`src/rtl/syn_lb_arb_pkg.sv`:
```
// Shared types and helpers for the local-bus round-robin arbiter.
//   state_e : arbiter FSM states
//   op_e    : latched operation of the in-flight transaction
//   idx_w() : bit width needed to count or index 0..n-1 (at least 1)
package syn_lb_arb_pkg;

  typedef enum logic [2:0] {
    IDLE = 3'd0,
    CMD  = 3'd1,
    WAIT = 3'd2,
    DONE = 3'd3,
    HOLD = 3'd4
  } state_e;

  typedef enum logic {
    OP_RD = 1'b0,
    OP_WR = 1'b1
  } op_e;

  function automatic int idx_w(input int n);
    return (n <= 2) ? 1 : $clog2(n);
  endfunction

endpackage

```
`src/rtl/syn_rr_arb.sv`:
```
// Combinational round-robin picker: grants the first requester at or after
// ptr_i, wrapping around. ptr_i must be < N.
//   req_i : request vector
//   ptr_i : priority start index
//   gnt_o : one-hot grant
//   idx_o : index of the granted requester
//   any_o : at least one request present
module syn_rr_arb
  import syn_lb_arb_pkg::*;
#(
  parameter int N     = 2,
  parameter int IDX_W = idx_w(N)
) (
  input  logic [N-1:0]     req_i,
  input  logic [IDX_W-1:0] ptr_i,
  output logic [N-1:0]     gnt_o,
  output logic [IDX_W-1:0] idx_o,
  output logic             any_o
);

  logic             found;
  logic [IDX_W-1:0] cand;

  always_comb begin
    gnt_o = '0;
    idx_o = '0;
    found = 1'b0;
    cand  = '0;
    for (int k = 0; k < N; k++) begin
      cand = IDX_W'((int'(ptr_i) + k) % N);
      if (!found && req_i[cand]) begin
        found       = 1'b1;
        gnt_o[cand] = 1'b1;
        idx_o       = cand;
      end
    end
  end

  assign any_o = |req_i;

endmodule

```
`src/rtl/syn_lb_arb.sv`:
```
// Round-robin arbiter sharing one local-bus slave among NUM_MSTRS requesters,
// one transaction in flight. Every output is a register.
//   clk_ir, rst_il          : clock, synchronous active-high reset
//   mst_rd_en/mst_wr_en     : level requests, held until the matching valid
//   mst_addr/mst_wr_data    : packed per-requester address / write data
//   mst_rd_valid/wr_valid   : one-hot completion pulses
//   mst_rd_data             : broadcast read data, held between reads
//   lb_*                    : slave command strobes and completion inputs
//   to_err                  : pulses with a completion forced by timeout
module syn_lb_arb
  import syn_lb_arb_pkg::*;
#(
  parameter int          NUM_MSTRS = 2,
  parameter int          DATA_W    = 32,
  parameter int          ADDR_W    = 8,
  parameter int          TIMEOUT   = 255,
  parameter logic [31:0] TO_DATA   = 32'hDEAD_DEAD
) (
  input  logic                        clk_ir,
  input  logic                        rst_il,
  input  logic [NUM_MSTRS-1:0]        mst_rd_en,
  input  logic [NUM_MSTRS-1:0]        mst_wr_en,
  input  logic [NUM_MSTRS*ADDR_W-1:0] mst_addr,
  input  logic [NUM_MSTRS*DATA_W-1:0] mst_wr_data,
  output logic [NUM_MSTRS-1:0]        mst_rd_valid,
  output logic [NUM_MSTRS-1:0]        mst_wr_valid,
  output logic [DATA_W-1:0]           mst_rd_data,
  output logic                        lb_rd_en,
  output logic                        lb_wr_en,
  output logic [ADDR_W-1:0]           lb_addr,
  output logic [DATA_W-1:0]           lb_wr_data,
  input  logic                        lb_rd_valid,
  input  logic                        lb_wr_valid,
  input  logic [DATA_W-1:0]           lb_rd_data,
  output logic                        to_err
);

  localparam int                PTR_W   = idx_w(NUM_MSTRS);
  localparam int                CNT_W   = idx_w(TIMEOUT);
  localparam logic [CNT_W-1:0]  TO_LAST = CNT_W'(TIMEOUT - 1);
  localparam logic [DATA_W-1:0] TO_DW   = DATA_W'(TO_DATA);

  state_e                 state_q, state_d;
  op_e                    op_q, op_d;
  logic [PTR_W-1:0]       rr_ptr_q, rr_ptr_d;
  logic [PTR_W-1:0]       gnt_idx_q, gnt_idx_d;
  logic [NUM_MSTRS-1:0]   gnt_oh_q, gnt_oh_d;
  logic [CNT_W-1:0]       cnt_q, cnt_d;

  logic [NUM_MSTRS-1:0]   mst_rd_valid_q, mst_rd_valid_d;
  logic [NUM_MSTRS-1:0]   mst_wr_valid_q, mst_wr_valid_d;
  logic [DATA_W-1:0]      mst_rd_data_q, mst_rd_data_d;
  logic                   lb_rd_en_q, lb_rd_en_d;
  logic                   lb_wr_en_q, lb_wr_en_d;
  logic [ADDR_W-1:0]      lb_addr_q, lb_addr_d;
  logic [DATA_W-1:0]      lb_wr_data_q, lb_wr_data_d;
  logic                   to_err_q, to_err_d;

  logic [NUM_MSTRS-1:0]   arb_gnt;
  logic [PTR_W-1:0]       arb_idx;
  logic                   arb_any;
  logic                   hit, expire;

  syn_rr_arb #(.N(NUM_MSTRS), .IDX_W(PTR_W)) u_rr (
    .req_i (mst_rd_en | mst_wr_en),
    .ptr_i (rr_ptr_q),
    .gnt_o (arb_gnt),
    .idx_o (arb_idx),
    .any_o (arb_any)
  );

  // Only the valid matching the latched op completes; the other is ignored.
  assign hit    = (op_q == OP_WR) ? lb_wr_valid : lb_rd_valid;
  assign expire = (cnt_q == TO_LAST);

  always_ff @(posedge clk_ir) begin
    if (rst_il) begin
      state_q        <= IDLE;
      op_q           <= OP_RD;
      rr_ptr_q       <= '0;
      gnt_idx_q      <= '0;
      gnt_oh_q       <= '0;
      cnt_q          <= '0;
      mst_rd_valid_q <= '0;
      mst_wr_valid_q <= '0;
      mst_rd_data_q  <= '0;
      lb_rd_en_q     <= 1'b0;
      lb_wr_en_q     <= 1'b0;
      lb_addr_q      <= '0;
      lb_wr_data_q   <= '0;
      to_err_q       <= 1'b0;
    end else begin
      state_q        <= state_d;
      op_q           <= op_d;
      rr_ptr_q       <= rr_ptr_d;
      gnt_idx_q      <= gnt_idx_d;
      gnt_oh_q       <= gnt_oh_d;
      cnt_q          <= cnt_d;
      mst_rd_valid_q <= mst_rd_valid_d;
      mst_wr_valid_q <= mst_wr_valid_d;
      mst_rd_data_q  <= mst_rd_data_d;
      lb_rd_en_q     <= lb_rd_en_d;
      lb_wr_en_q     <= lb_wr_en_d;
      lb_addr_q      <= lb_addr_d;
      lb_wr_data_q   <= lb_wr_data_d;
      to_err_q       <= to_err_d;
    end
  end

  always_comb begin
    state_d = state_q;
    unique case (state_q)
      IDLE:    if (arb_any) state_d = CMD;
      CMD:     state_d = WAIT;
      WAIT:    if (hit || expire) state_d = DONE;
      DONE:    state_d = HOLD;
      HOLD:    state_d = IDLE;
      default: state_d = IDLE;
    endcase
  end

  // Outputs are registered, so each is computed one cycle ahead of the
  // state in which it must appear (strobe from IDLE, valids from WAIT).
  always_comb begin
    op_d           = op_q;
    rr_ptr_d       = rr_ptr_q;
    gnt_idx_d      = gnt_idx_q;
    gnt_oh_d       = gnt_oh_q;
    cnt_d          = cnt_q;
    mst_rd_valid_d = '0;
    mst_wr_valid_d = '0;
    mst_rd_data_d  = mst_rd_data_q;
    lb_rd_en_d     = 1'b0;
    lb_wr_en_d     = 1'b0;
    lb_addr_d      = lb_addr_q;
    lb_wr_data_d   = lb_wr_data_q;
    to_err_d       = 1'b0;
    unique case (state_q)
      IDLE: begin
        if (arb_any) begin
          gnt_idx_d    = arb_idx;
          gnt_oh_d     = arb_gnt;
          // Write wins when both are held; the read stays pending.
          op_d         = mst_wr_en[arb_idx] ? OP_WR : OP_RD;
          lb_wr_en_d   = mst_wr_en[arb_idx];
          lb_rd_en_d   = !mst_wr_en[arb_idx];
          lb_addr_d    = mst_addr[arb_idx*ADDR_W +: ADDR_W];
          lb_wr_data_d = mst_wr_data[arb_idx*DATA_W +: DATA_W];
        end
      end
      CMD: cnt_d = '0;
      WAIT: begin
        cnt_d = cnt_q + CNT_W'(1);
        if (hit || expire) begin
          if (op_q == OP_WR) mst_wr_valid_d = gnt_oh_q;
          else               mst_rd_valid_d = gnt_oh_q;
          // A valid on the final count beats the timeout.
          if (!hit) to_err_d = 1'b1;
          if (op_q == OP_RD) mst_rd_data_d = hit ? lb_rd_data : TO_DW;
        end
      end
      DONE: rr_ptr_d = (gnt_idx_q == PTR_W'(NUM_MSTRS - 1)) ? '0 : gnt_idx_q + PTR_W'(1);
      default: ;
    endcase
  end

  assign mst_rd_valid = mst_rd_valid_q;
  assign mst_wr_valid = mst_wr_valid_q;
  assign mst_rd_data  = mst_rd_data_q;
  assign lb_rd_en     = lb_rd_en_q;
  assign lb_wr_en     = lb_wr_en_q;
  assign lb_addr      = lb_addr_q;
  assign lb_wr_data   = lb_wr_data_q;
  assign to_err       = to_err_q;

endmodule

```
`config.mk`:
```
export PLATFORM = sky130hd
export DESIGN_NAME = syn_lb_arb
export DESIGN_NICKNAME = d
export VERILOG_FILES = /design/src/rtl/syn_lb_arb_pkg.sv /design/src/rtl/syn_rr_arb.sv /design/src/rtl/syn_lb_arb.sv
export SDC_FILE = /design/constraint.sdc
export NUM_CORES = 1
export LEC_CHECK = 0
export BUFFER_PORTS_ARGS = -buffer_cell sky130_fd_sc_hd__buf_2
export CAP_MARGIN = 20
export CORE_ASPECT_RATIO = 0.8
export CORE_MARGIN = 2
export CORE_UTILIZATION = 30
export DETAILED_ROUTE_END_ITERATION = 8
export PLACE_DENSITY_LB_ADDON = 0.1
export RECOVER_POWER = 25
export SYNTH_ARGS = -nofsm -noshare
export SYNTH_HDL_FRONTEND = slang
export SYNTH_HIERARCHICAL = 1
export SYNTH_SLANG_ARGS = --single-unit
```
`constraint.sdc`:
```
create_clock -name clk_ir -period 2.7 [get_ports clk_ir]
set_clock_uncertainty 0.1 [all_clocks]
set_input_delay 0.81 -clock clk_ir [delete_from_list [all_inputs] [get_ports clk_ir]]
set_output_delay 0.81 -clock clk_ir [all_outputs]
set_load 0.01 [all_outputs]
```
==> flow_summary.yaml <==
timing:
  whs_ns: 0.354
  tns_ns: 0
  fin_ws_ns: 0.593
  rsz0062_at_grt: "false"
  max_slew_margin: 0.260
  worstMarginPinSlew_ns: 1.11
  timing.final.crit_share: 0.780
  slew_viol_final: 0
  max_freq_mhz: 475
  hold_viol: 0
  setup_viol: 0
  fin_crit_ns: 2.11
route:
  vias: 4234
  drc_errors: 0
  vias_per_cell: 5.05
  dr.pass1.iters: 4
  route.antenna.remaining_nets: 0
  wl_mm: 12.6
  drt_iter0_markers: 180
  wl_per_cell_um: 15.0
cells_and_area:
  n_fill_cell: 1433
  syn_to_final_growth_pct: 33.0
  utilization: 0.404
  layout-drive-gt1-share: 0.305
  diodes: 0
  final_cells: 839
  design_area_um2: 5700
  layout.nets: 772
synth:
  synth_edf_count: 0
  synth_warnings: 6
  synth.avg_cell_area_um2: 8.95
  async_flop_share: 0
  seq_area_frac_synth: 0.444
  synthCells: 479
  synth_ff_type: "dfxtp_1"
  synth_top_cell_by_area: "dfxtp_1"
  synth_nets: 601
  synth.ff_latch_count: 95
  netlist_top_cells_area: "dfxtp_1, a211oi_1, mux2i_1"
  synth_top_area_frac: 0.444
  ys_types: 51
  synth.cell_area_um2: 4290
critical_path:
  rr_worst_depth: 3
  path_cells: "buf_2, or2_2, or2_1, nor4b_4, buf_4, nor2_1, a211oi_1"
  path_class: "in2reg"
  cp_slowest_stage_delay_ns: 0.33
  critPathMaxFanout: 55
  worstSetupEndpointType: "register"
  cp.arrival_ns: 2.19
  start_kind: "primary input"
  slowest_stage: "or2_2"
  crit_required_ns: 2.78
cts:
  h-tree-depth: 3
  clock-sinks: 95
  ctsLongestPathBuffers: 2
  cts_hold_buffers: 0
  cts_root_buffer: "clkbuf_16"
  post_cts_resize_count: 0
  cts_setup_buffers: 0
  clkLatencyLatePin_ns: 0.35
  cts_made_buffers: 9
  path_clk_slew_ns: 0.07
  cts_tree: "done"
global_routing:
  grt_overflow_total: 0
  grt.total_usage: 0.169
  grt_pass1_wl_mm: 20.7
  grt_max_degree: 56
  grt_pass1_vias: 4128
  antenna_found_initial: 0
floorplanning:
  coreArea_um2: 14100
  rows: 39
  dieArea_um2: 15300
  die_y_um: 111
  io_pins: 199
  die_width_um: 138
  initial_utilization: 0.304
placed_design:
  io_buffers: 198
  dp_slack_ns: 0.250
  dpl.cell_count: 823
  place.gp.congestion: 0.702
  hpwl_mm: 8.96
  dpl_cell_area_um2: 5430
power:
  leakage_nw: 2.34
  power.total_mw: 5.47
  powerDensity_nw_per_um2: 959
  peakVddDrop_mv: 0.425
min_path:
  holdCritPathClass: "reg2reg"
  min_path_cells: 2
run:
  maxCapViolCount: 0
status:
  status: "finished clean"
-- path summary, 6_finish.rpt --
| path | from | to | slack, ns |
|---|---|---|---|
| worst max-delay path | mst_wr_en[0] | lb_wr_data[20] | 0.59 |
| worst min-delay path | gnt_idx_q | gnt_idx_q | 0.35 |
| worst max register to register | state_q[1] | mst_wr_valid[0] | 0.61 |
| worst min register to register | gnt_idx_q | gnt_idx_q | 0.35 |
-- routing by layer --
metal | global-route usage | part of all wire | vias up
met5 | 0 | 0 | -
met4 | 0.0550 | 0.015 | 0
met3 | 0.0448 | 0.060 | 13
met2 | 0.280 | 0.49 | 114
met1 | 0.213 | 0.44 | 1983
li1 | - | - | 2124
-- critical path: cells and delay by family --
| family | cells | cell delay (ns) |
|---|---|---|
| compound gates | 1 | 0.06 |
| buf+inv | 2 | 0.43 |
| simple gates | 4 | 0.87 |
-- flip-flops by register name, summed over array words and instances, names as in the netlist --
register and cells:
rr_ptr_q 1, state_q 3, mst_rd_data 32, mst_wr_valid 2, cnt_q 8, to_err 1, lb_wr_data 32, lb_addr 8
lb_rd_en 1, gnt_oh_q 2, mst_rd_valid 2, op_q 1, gnt_idx_q 1, lb_wr_en 1
-- report_power, final --
group          switching (mW)  leakage (nW)  internal (mW)  total [mW]
Clock                   0.564         0.156          0.813        1.38
Sequential              0.296         0.779           1.79        2.08
Combinational            1.21          1.40          0.799        2.01
-- synth_stat cells (3+ instances only) --
master and number:
dfxtp_1 95, a211oi_1 73, nor2_1 65, mux2i_1 42
clkbuf_1 35, nor3_1 24, nor4_1 22, a21oi_1 21
a31oi_1 11, buf_2 11, nand2_1 11, buf_1 5
nand3_1 4, nor3b_1 4, a21boi_1 3, inv_1 3
nor4b_1 3, o21ai_0 3, or2_2 3
-- cell families (layout without fill, tap and decap cells) --
group / count (synthesis) / count (layout) / share of synthesized area
AOI/OAI and AO/OA: 123 / 123 / 0.199
xor gates and xnor gates: 1 / 1 / 0.00204
adders and majority gates: 2 / 2 / 0.00584
buffers and inverters: 55 / 231 / 0.0522
DFF: 95 / 95 / 0.444
muxes: 42 / 42 / 0.0980
and+or+nand+nor: 161 / 161 / 0.199
-- cell usage in the layout (no fill, tap or decap), types with 3 or more instances in the layout --
| master | Yosys | final |
|---|---|---|
| or2_2 | 3 | 3 |
| clkbuf_1 | 35 | 37 |
| nor4b_1 | 3 | 3 |
| o21ai_0 | 3 | 3 |
| nor2_1 | 65 | 65 |
| mux2i_1 | 42 | 42 |
| a21oi_1 | 21 | 21 |
| buf_2 | 11 | 161 |
| nand2_1 | 11 | 11 |
| clkbuf_16 | 0 | 9 |
| inv_1 | 3 | 3 |
| nor3b_1 | 4 | 4 |
| nor4_1 | 22 | 22 |
| buf_4 | 1 | 11 |
| a31oi_1 | 11 | 11 |
| nor3_1 | 24 | 24 |
| dfxtp_1 | 95 | 95 |
| nand3_1 | 4 | 4 |
| a211oi_1 | 73 | 73 |
-- final cells by class --
cell class,instances,area [um2],share of cell area
multi-input cells,329,2180,0.383
flip-flops and latches,95,1900,0.333
repair buffers,212,1060,0.185
well taps,184,230,0.0404
clock buffers,9,225,0.0395
clock inverters,7,95.1,0.0167
inverters,3,11.3,0.00197
Power figures use the tool's default switching activity.
